==> src/rtl/echo_pkg.sv <==
// Shared types, constants and arithmetic helpers for the echo path model.
package echo_pkg;

    localparam int SAMPLE_W = 16;

    localparam logic signed [15:0] Q15_ONE       = 16'sh7FFF;
    localparam logic signed [15:0] Q15_MINUS_ONE = 16'sh8000;

    // Clamp a sign-extended 17..32-bit value into the 16-bit sample range.
    function automatic logic signed [15:0] sat16(input logic signed [31:0] x);
        logic signed [15:0] r;
        if (x > 32'sd32767) begin
            r = 16'sh7FFF;
        end else if (x < -32'sd32768) begin
            r = 16'sh8000;
        end else begin
            r = x[15:0];
        end
        return r;
    endfunction

    // Q1.15 multiply with round-half-up; result is unsaturated (may reach +32768).
    function automatic logic signed [31:0] q15_mul_round(input logic signed [15:0] a,
                                                         input logic signed [15:0] b);
        logic signed [31:0] aw;
        logic signed [31:0] bw;
        logic signed [31:0] p;
        aw = 32'(a);
        bw = 32'(b);
        p  = aw * bw;
        return (p + 32'sd16384) >>> 15;
    endfunction

endpackage

==> src/rtl/echo_path_model_delay_line.sv <==
// Circular far-end delay line with lag-0 bypass and zero fill until history exists.
module delay_line
    import echo_pkg::*;
#(
    parameter int WIDTH   = SAMPLE_W,
    parameter int MAX_LAG = 16,
    parameter int LAG_W   = $clog2(MAX_LAG)
) (
    input  logic             clk,
    input  logic             rst_n,
    input  logic             wr_en,
    input  logic [WIDTH-1:0] din,
    input  logic [LAG_W-1:0] lag,
    output logic [WIDTH-1:0] dout,
    output logic             valid_hist
);

    logic [WIDTH-1:0] mem_r [MAX_LAG];
    logic [LAG_W-1:0] wp_r;
    logic [LAG_W:0]   fill_r;
    logic [LAG_W-1:0] rd_addr_s;

    // Read address uses the pre-write pointer, wrapping naturally at LAG_W bits.
    assign rd_addr_s = wp_r - lag;

    // Sample store; deliberately unreset, stale contents are masked by fill_r.
    always_ff @(posedge clk) begin
        if (wr_en) begin
            mem_r[wp_r] <= din;
        end
    end

    // Write pointer and saturating fill count advance only on accepted samples.
    always_ff @(posedge clk or negedge rst_n) begin
        if (!rst_n) begin
            wp_r   <= {LAG_W{1'b0}};
            fill_r <= {(LAG_W+1){1'b0}};
        end else if (wr_en) begin
            wp_r <= wp_r + LAG_W'(1);
            if (fill_r == (LAG_W+1)'(MAX_LAG)) begin
                fill_r <= fill_r;
            end else begin
                fill_r <= fill_r + (LAG_W+1)'(1);
            end
        end else begin
            wp_r   <= wp_r;
            fill_r <= fill_r;
        end
    end

    // Select bypass, stored sample, or zero when the requested history was never written.
    always_comb begin
        dout       = {WIDTH{1'b0}};
        valid_hist = 1'b0;
        if (lag == {LAG_W{1'b0}}) begin
            dout       = din;
            valid_hist = 1'b1;
        end else if (fill_r >= {1'b0, lag}) begin
            dout       = mem_r[rd_addr_s];
            valid_hist = 1'b1;
        end else begin
            dout       = {WIDTH{1'b0}};
            valid_hist = 1'b0;
        end
    end

endmodule

==> config.mk <==
export PLATFORM = sky130hd
export DESIGN_NAME = delay_line
export DESIGN_NICKNAME = d
export VERILOG_FILES = /design/src/rtl/echo_pkg.sv /design/src/rtl/echo_path_model_delay_line.sv
export SDC_FILE = /design/constraint.sdc
export NUM_CORES = 1
export LEC_CHECK = 0
export CORE_MARGIN = 2
export CORE_UTILIZATION = 45
export DETAILED_ROUTE_END_ITERATION = 7
export SKIP_LAST_GASP = 1
export SYNTH_ARGS = -nofsm -noshare
export SYNTH_HDL_FRONTEND = slang
export SYNTH_SLANG_ARGS = --single-unit
==> constraint.sdc <==
create_clock -name clk -period 9.6 [get_ports clk]
set_input_delay 2.4 -clock clk [delete_from_list [all_inputs] [get_ports clk]]
set_output_delay 2.4 -clock clk [all_outputs]
set_load 0.05 [all_outputs]
==> impl_metrics.env, run 1 <==
export IMPL_grt_pass1_wl_um=34300
export IMPL_synthDistinctLibCells=37
export IMPL_numCtsBuffers=27
export IMPL_skew_ns=0.0178
export IMPL_avgSynthCellArea_um2=21.5
export IMPL_boundaryPins=40
export IMPL_clock_latency_ns=0.54
export IMPL_fin_nets=607
export IMPL_rr_startpoint="wp_r[2]"
export IMPL_max_freq_mhz=118
export IMPL_cts_resized=0
export IMPL_fin_crit_sh_pct=88.3
export IMPL_final_cells=909
export IMPL_reg2reg_to="mem_r[4][1]"
export IMPL_via_per_inst=5.72
export IMPL_worst_pin_slew_ns=0.870
export IMPL_drc=0
export IMPL_criticalPathCategory="in -> out"
export IMPL_timing_slew_headroom_pct=42.0
export IMPL_wl_um=23200
export IMPL_via_count=5200
export IMPL_hold_path_class="reg -> reg"
export IMPL_final_fill_count=1897
export IMPL_worst_ep_required_time_ns=7.20
export IMPL_start_util_pct=45.8
export IMPL_placed_area_mm2=0.0116
export IMPL_whs_ns=0.536
export IMPL_hold_path_depth=1
export IMPL_rrSetupSlack_ns=7.39
export IMPL_dp_hpwl_um=13600
export IMPL_hold_path_end="fill_r[0]"
export IMPL_outcome="finished, final reports clean"
export IMPL_io_buffer_count=39
export IMPL_routabilityCongestion=0.736
export IMPL_final_cell_mix="edfxtp_1, mux4_2, clkdlybuf4s50_1"
export IMPL_clkTransAtPathRegs_ns=0.06
export IMPL_grt_ovfl_total=0
export IMPL_row_count=56
export IMPL_track_usage_pct=19.0
export IMPL_r2r_cells=3
export IMPL_dieWidth_um=158
export IMPL_startpoint_type="input port"
export IMPL_cp_arrival_ns=6.08
export IMPL_synthFlopType="edfxtp_1"
export IMPL_maxSlewViolCount=0
export IMPL_hold_start="fill_r[0]"
export IMPL_rsz0062_at_grt="no"
export IMPL_vdd_drop_max_v=0.000195
export IMPL_synth_fp_nets=535
export IMPL_setup_violations=0
export IMPL_grt_max_degree=41
export IMPL_first_iter_violations=430
export IMPL_first_global_vias=5384
export IMPL_pre_cts_ws_ns=1.10
export IMPL_postRouteAntennaNets=0
export IMPL_cp_max_fo=17
export IMPL_period_minus_slack_ns=8.48
export IMPL_synthCells=498
export IMPL_ys_async_sr_fraction_pct=3.40
export IMPL_cts_hold_buf=0
export IMPL_synth_edff_count=256
export IMPL_tns_ns=0
export IMPL_drive_gt1_share_pct=24.8
export IMPL_ys_seq_area_share_pct=73.9
export IMPL_ctsHtreeMaxLevel=1
export IMPL_final_common_cell="edfxtp_1"
export IMPL_cts_setup_buffers=0
export IMPL_dieHeight_um=158
export IMPL_finalPower_mw=4.30
export IMPL_cts_tree="yes"
export IMPL_setup_ws_ns=1.12
export IMPL_syn_to_final_growth_pct=15.8
export IMPL_drt_first_pass_iters=4
export IMPL_yosys_area_top_type="edfxtp_1"
export IMPL_drt_wirelength_per_cell_um=25.5
export IMPL_numPlacedInstances=860
export IMPL_fin_area_mm2=0.0124
export IMPL_maxCapViolations=0
export IMPL_synth_top_cell_area_share_pct=71.8
export IMPL_ctsLongestPathBuffers=3
export IMPL_cts_sinks=265
export IMPL_core_area_mm2=0.0234
export IMPL_die_area_mm2=0.0251
export IMPL_ys_warn_count=0
export IMPL_synth_area_mm2=0.0107
export IMPL_worstSetupEndpointType="output pin"
export IMPL_synth_seq_cells=265
export IMPL_powerDensity_mw_per_mm2=346
export IMPL_antenna_found_initial=1
export IMPL_ys_top_cells_by_area="edfxtp_1, mux4_2, mux4_1, dfrtp_1, mux2_2"
export IMPL_root_buffer="clkbuf_16"
export IMPL_leakage_nw=4.03
export IMPL_final_hold_viol_count=0
export IMPL_post_route_util_pct=53.0
## state kept, by name, indices dropped and copies added (netlist names)
| name | cells |
|---|---|
| mem_r | 256 |
| fill_r | 5 |
| wp_r | 4 |
## cell usage after synthesis (9+ instances only)
master	number
a32oi_1	15
dfrtp_1	9
edfxtp_1	256
ha_1	13
inv_1	9
mux2_2	17
mux2i_1	16
mux4_1	18
mux4_2	46
nand2_1	9
nor2_1	15
o21ai_1	12
## where the power goes
part / internal [mW] / switching [mW] / leakage (nW)
Clock: 0.515 / 0.413 / 0.377
Sequential: 1.40 / 0.0576 / 2.42
Combinational: 0.775 / 1.14 / 1.23
Total: 2.69 / 1.61 / 4.03
## routing by layer
metal  GRT usage (%)  up-vias  wire length, µm
met5               0        -                0
met4            4.98        0              507
met3            3.29       41             1110
met2            32.3      122            11700
met1            25.8     2798             9860
li1                -     2239                -
## final cells by class
type / instances / area, µm² / share of cell area (%)
diodes: 1 / 2.50 / 0.0202
flip-flops and latches: 265 / 7910 / 63.8
inverters: 9 / 33.8 / 0.272
well taps: 319 / 399 / 3.22
clock buffers: 36 / 709 / 5.72
repair buffers: 67 / 601 / 4.84
multi-input cells: 200 / 2690 / 21.7
clock inverters: 12 / 56.3 / 0.454
## how the worst max path moves through the flow
stage	startpoint	endpoint	slack, ns	depth (start not counted)
after floorplan	lag[0]	dout[15]	2.08	9
after global placement	lag[0]	dout[9]	1.12	8
after detailed placement	lag[0]	dout[10]	1.10	10
after CTS	lag[0]	dout[10]	1.08	10
after global routing	lag[0]	dout[11]	0.95	8
final	lag[2]	dout[3]	1.12	10
## kinds of logic (layout without fill, tap and decap cells)
group | Yosys count | in the layout | share of synthesized area (%)
other | 0 | 1 | 0
AOI/OAI and AO/OA | 40 | 40 | 2.63
and+or+nand+nor | 39 | 39 | 1.82
adders and majority gates | 14 | 14 | 1.71
muxes | 97 | 97 | 17.4
xor gates and xnor gates | 10 | 10 | 0.818
buffers and inverters | 33 | 124 | 1.80
DFF | 265 | 265 | 73.9
## worst max-delay path: stages
cell	delay (ns)
clkdlybuf4s50_1	0.52
inv_1	0.08
ha_1	0.40
a21o_1	0.21
a31oi_1	0.16
xnor2_1	0.10
buf_4	0.21
nand2b_1	0.58
o21ai_0	0.51
clkdlybuf4s50_1	0.89
(Power assumes the default switching activity.)
==> run 2, diff against run 1 <==
CTS_CLUSTER_DIAMETER = 100   (was default)
PLACE_DENSITY = 0.59   (was default)
==> run 2 against run 1 <==
Register-to-register slack gained 0.02 ns; non-clock buffer count shrank 2; design area grew 0.91%; combinational power is essentially flat; global-route usage grew 0.22 points; flip-flop and latch count is the same; worst setup slack lost 0.17 ns; via count shrank 1.8%; die area is the same; maximum frequency shrank 1.9%; sequential power is essentially flat; hold slack gained 0.0097 ns; critical path type unchanged; largest cell class unchanged.
==> impl_metrics.env, run 2 (synthesis gave the netlist of run 1 again) <==
export IMPL_outcome="finished, final reports clean"
export IMPL_fin_nets=605
export IMPL_core_area_mm2=0.0234
export IMPL_via_per_inst=5.64
export IMPL_setup_violations=0
export IMPL_reg_top3="mem_r x256, fill_r x5, wp_r x4"
export IMPL_max_freq_mhz=116
export IMPL_ctsLongestPathBuffers=3
export IMPL_startpoint_type="input port"
export IMPL_maxSlewViolCount=0
export IMPL_criticalPathCategory="in -> out"
export IMPL_cts_sinks=265
export IMPL_setup_ws_ns=0.952
export IMPL_timing_slew_headroom_pct=34.6
export IMPL_rsz0062_at_grt="no"
export IMPL_dieWidth_um=158
export IMPL_sw_frac_of_total_pct=36.5
export IMPL_grt_ovfl_total=0
export IMPL_die_area_mm2=0.0251
export IMPL_p_seq_share_pct=32.9
export IMPL_clkTransAtPathRegs_ns=0.05
export IMPL_fin_area_mm2=0.0125
export IMPL_grt_pass1_wl_um=34900
export IMPL_fin_crit_sh_pct=90.1
export IMPL_drc=0
export IMPL_worstSetupEndpointType="output pin"
export IMPL_final_common_cell="edfxtp_1"
export IMPL_wl_um=23000
export IMPL_cp_arrival_ns=6.25
export IMPL_cts_tree="yes"
export IMPL_ctsHtreeMaxLevel=1
export IMPL_pre_cts_ws_ns=0.934
export IMPL_antenna_found_initial=0
export IMPL_maxCapViolations=0
export IMPL_boundaryPins=40
export IMPL_postRouteAntennaNets=0
export IMPL_tns_ns=0
export IMPL_dieHeight_um=158
export IMPL_largest_reg_flops=256
export IMPL_pwr_share_clk_pct=23.3
export IMPL_cts_hold_buf=0
export IMPL_drt_first_pass_iters=4
export IMPL_p_int_mw=2.81
export IMPL_clock_latency_ns=0.52
export IMPL_drive_gt1_share_pct=24.9
export IMPL_vdd_drop_max_v=0.000202
export IMPL_period_minus_slack_ns=8.65
export IMPL_io_buffer_count=39
export IMPL_top_register="mem_r"
export IMPL_root_buffer="clkbuf_16"
export IMPL_worst_pin_slew_ns=0.981
export IMPL_row_count=56
export IMPL_worst_ep_required_time_ns=7.20
export IMPL_cp_max_fo=22
export IMPL_combPwrFrac_pct=43.8
export IMPL_cts_resized=0
export IMPL_diodes=0
export IMPL_drt_wirelength_per_cell_um=25.4
export IMPL_numCtsBuffers=27
export IMPL_syn_to_final_growth_pct=16.8
export IMPL_placed_area_mm2=0.0116
export IMPL_skew_ns=0.00626
export IMPL_switchingPower_mw=1.62
export IMPL_track_usage_pct=19.2
export IMPL_powerDensity_mw_per_mm2=354
export IMPL_grt_max_degree=33
export IMPL_routabilityCongestion=0.742
export IMPL_via_count=5106
export IMPL_cts_setup_buffers=0
export IMPL_final_cell_mix="edfxtp_1, mux4_2, clkdlybuf4s50_1"
export IMPL_first_global_vias=5398
export IMPL_first_iter_violations=380
export IMPL_leakage_nw=4.07
export IMPL_start_util_pct=45.8
export IMPL_hold_path_class="reg -> reg"
export IMPL_dp_hpwl_um=13700
export IMPL_final_hold_viol_count=0
export IMPL_finalPower_mw=4.43
run 2: cell types whose count changed in the layout (fill, tap and decap cells not counted):
cell / before / now
buf_4: 28 / 24
bufinv_16: 0 / 4
clkbuf_1: 9 / 6
clkinv_2: 5 / 2
buf_12: 0 / 2
clkinv_1: 6 / 7
clkinvlp_4: 0 / 1
diode_2: 1 / 0
run 2: metal layers:
layer	global-route usage, %	vias up	wire length [µm]	share of wire [%]
li1	-	2234	-	-
met1	27.6	2726	10100	44
met2	32.2	121	11600	50
met3	2.50	25	1010	4.4
met4	3.90	0	282	1.2
met5	0	-	0	0
run 2: final timing paths:
path                           start           end  slack (ns)  cells after the start
max                           lag[0]       dout[1]        0.95                     10
min                        fill_r[0]     fill_r[0]        0.55                      1
max reg2reg                  wp_r[0]  mem_r[14][9]        7.41                      5
min reg2reg                fill_r[0]     fill_r[0]        0.55                      1
max in group asynchronous      rst_n     fill_r[1]        7.12                      1
min in group asynchronous      rst_n       wp_r[3]        2.18                      1
run 2: power groups by stage:
| stage | combinational [mW] | clock (mW) | sequential (mW) |
|---|---|---|---|
| after CTS | 1.97 | 1.05 | 1.46 |
| after global routing | 2.06 | 1.10 | 1.47 |
| after global placement | 1.95 | 0 | 1.47 |
| after detailed placement | 1.96 | 0 | 1.48 |
| final | 1.94 | 1.03 | 1.46 |
| after floorplan | 1.36 | 0 | 1.46 |
run 2: cell type report:
| cell class | instances | area (µm²) |
|---|---|---|
| fillers | 1836 | 10900 |
| flip-flops and latches | 265 | 7910 |
| multi-input cells | 200 | 2690 |
| clock buffers | 33 | 698 |
| repair buffers | 65 | 611 |
| well taps | 319 | 399 |
| clock inverters | 15 | 173 |
| inverters | 9 | 33.8 |
run 2: per-stage QoR:
stage,instances,util [%],hold WS [ns]
4_1_cts,906,53.5,0.552
3_3_place_gp,858,49.7,0.516
5_1_grt,906,53.5,0.567
2_1_floorplan,498,-,0.488
3_5_place_dp,858,49.7,0.540
6_report,906,53.5,0.545
run 2: critical path: stages:
cell	delay, ns
clkdlybuf4s50_1	0.60
ha_4	0.16
inv_1	0.06
fa_2	0.99
buf_4	0.36
mux4_1	0.35
mux2_2	0.28
a32oi_1	0.18
o21ai_1	0.11
clkdlybuf4s50_1	0.75
==> run 3, diff against run 2 <==
CORE_MARGIN = default   (was 2)
CTS_CLUSTER_SIZE = 12   (was default)
==> run 3 against run 2 <==
Maximum frequency rose by 2.1%; hold slack barely moved; routed wire length rose by 1.8%; sequential power barely moved; via count rose by 1.4%; largest cell class unchanged.
==> impl_metrics.env, run 3 (synthesis gave the netlist of run 1 again) <==
export IMPL_drc=0
export IMPL_diodes=0
export IMPL_r2r_cells=5
export IMPL_sw_frac_of_total_pct=37.1
export IMPL_period_minus_slack_ns=8.47
export IMPL_reg_top3="mem_r x256, fill_r x5, wp_r x4"
export IMPL_criticalPathCategory="in -> out"
export IMPL_ctsLongestPathBuffers=3
export IMPL_startpoint="lag[0]"
export IMPL_worst_pin_slew_ns=1.14
export IMPL_cts_setup_buffers=0
export IMPL_postRouteAntennaNets=0
export IMPL_fin_nets=604
export IMPL_row_count=56
export IMPL_cp_arrival_ns=6.07
export IMPL_grt_max_degree=45
export IMPL_drt_first_pass_iters=4
export IMPL_antenna_found_initial=0
export IMPL_rsz0062_at_grt="no"
export IMPL_via_per_inst=5.79
export IMPL_syn_to_final_growth_pct=15.5
export IMPL_maxCapViolations=0
export IMPL_core_area_mm2=0.0234
export IMPL_die_area_mm2=0.0244
export IMPL_timing_slew_headroom_pct=23.5
export IMPL_worst_ep_required_time_ns=7.20
export IMPL_boundaryPins=40
export IMPL_routabilityCongestion=0.761
export IMPL_cts_hold_buf=0
export IMPL_hold_start="fill_r[4]"
export IMPL_rrSetupSlack_ns=7.05
export IMPL_max_freq_mhz=118
export IMPL_final_hold_viol_count=0
export IMPL_final_common_cell="edfxtp_1"
export IMPL_grt_pass1_wl_um=35400
export IMPL_vdd_drop_max_v=0.000179
export IMPL_setup_ws_ns=1.13
export IMPL_skew_ns=0.0113
export IMPL_leakage_nw=4.01
export IMPL_cts_tree="yes"
export IMPL_clock_latency_ns=0.52
export IMPL_powerDensity_mw_per_mm2=348
export IMPL_cts_sinks=265
export IMPL_outcome="finished, final reports clean"
export IMPL_rr_startpoint="wp_r[0]"
export IMPL_ctsHtreeMaxLevel=1
export IMPL_startpoint_type="input port"
export IMPL_p_int_mw=2.70
export IMPL_p_seq_share_pct=34.0
export IMPL_dieWidth_um=156
export IMPL_maxSlewViolCount=0
export IMPL_final_cell_mix="edfxtp_1, mux4_2, clkdlybuf4s50_1"
export IMPL_dieHeight_um=156
export IMPL_cts_resized=0
export IMPL_fin_crit_sh_pct=88.2
export IMPL_tns_ns=0
export IMPL_pre_cts_ws_ns=1.08
export IMPL_pwr_share_clk_pct=21.0
export IMPL_top_register="mem_r"
export IMPL_first_global_vias=5460
export IMPL_drt_wirelength_per_cell_um=26.2
export IMPL_cp_max_fo=44
export IMPL_numCtsBuffers=26
export IMPL_via_count=5179
export IMPL_hold_path_class="reg -> reg"
export IMPL_switchingPower_mw=1.60
export IMPL_clkTransAtPathRegs_ns=0.06
export IMPL_hold_path_depth=1
export IMPL_worstSetupEndpointType="output pin"
export IMPL_first_iter_violations=339
export IMPL_setup_violations=0
export IMPL_largest_reg_flops=256
export IMPL_dp_hpwl_um=13300
export IMPL_track_usage_pct=20.3
export IMPL_finalPower_mw=4.30
export IMPL_grt_ovfl_total=0
export IMPL_combPwrFrac_pct=45.0
export IMPL_io_buffer_count=39
export IMPL_start_util_pct=45.8
export IMPL_root_buffer="clkbuf_16"
export IMPL_drive_gt1_share_pct=24.3
export IMPL_wl_um=23400
run 3: layout make-up:
type / count / area [µm²]
multi-input cells: 200 / 2690
clock buffers: 36 / 709
well taps: 319 / 399
fillers: 1831 / 11000
flip-flops and latches: 265 / 7910
clock inverters: 1 / 11.3
inverters: 9 / 33.8
repair buffers: 65 / 611
run 3: per-stage QoR:
step           instances  utilization [%]  area, µm²  hold WS, ns
3_5_place_dp         858             49.8      11600        0.529
5_1_grt              895             52.9      12400        0.573
6_report             895             52.9      12400        0.545
2_1_floorplan        498                -      10700        0.488
3_3_place_gp         858             49.8      11600        0.507
4_1_cts              895             52.9      12400        0.536
run 3: worst max-delay path, cell delays in order:
cell and delay [ns]:
clkdlybuf4s50_1 0.60, ha_4 0.16, inv_1 0.05, fa_2 0.80
buf_12 0.33, mux4_2 0.35, mux2_2 0.28, a32oi_1 0.22
o21ai_0 0.13, clkdlybuf4s50_1 0.73
run 3: path summary, 6_finish.rpt:
kind                           endpoint
max                             dout[3]
min                           fill_r[4]
max reg2reg                mem_r[2][10]
min reg2reg                   fill_r[4]
max in group asynchronous       wp_r[3]
min in group asynchronous     fill_r[1]
run 3: routing by layer:
layer  routed length, µm  vias to the layer above  track usage (%)
li1                    -                     2228                -
met1               10200                     2767             29.4
met2               11300                      145             32.7
met3                1410                       39             2.88
met4                 439                        0             5.09
met5                   0                        -                0
run 3: power groups by stage:
stage | sequential [mW] | combinational, mW | clock (mW)
final | 1.46 | 1.94 | 0.903
after global routing | 1.47 | 2.04 | 0.967
after CTS | 1.46 | 1.97 | 0.923
after detailed placement | 1.48 | 1.96 | 0
after global placement | 1.47 | 1.94 | 0
after floorplan | 1.46 | 1.36 | 0
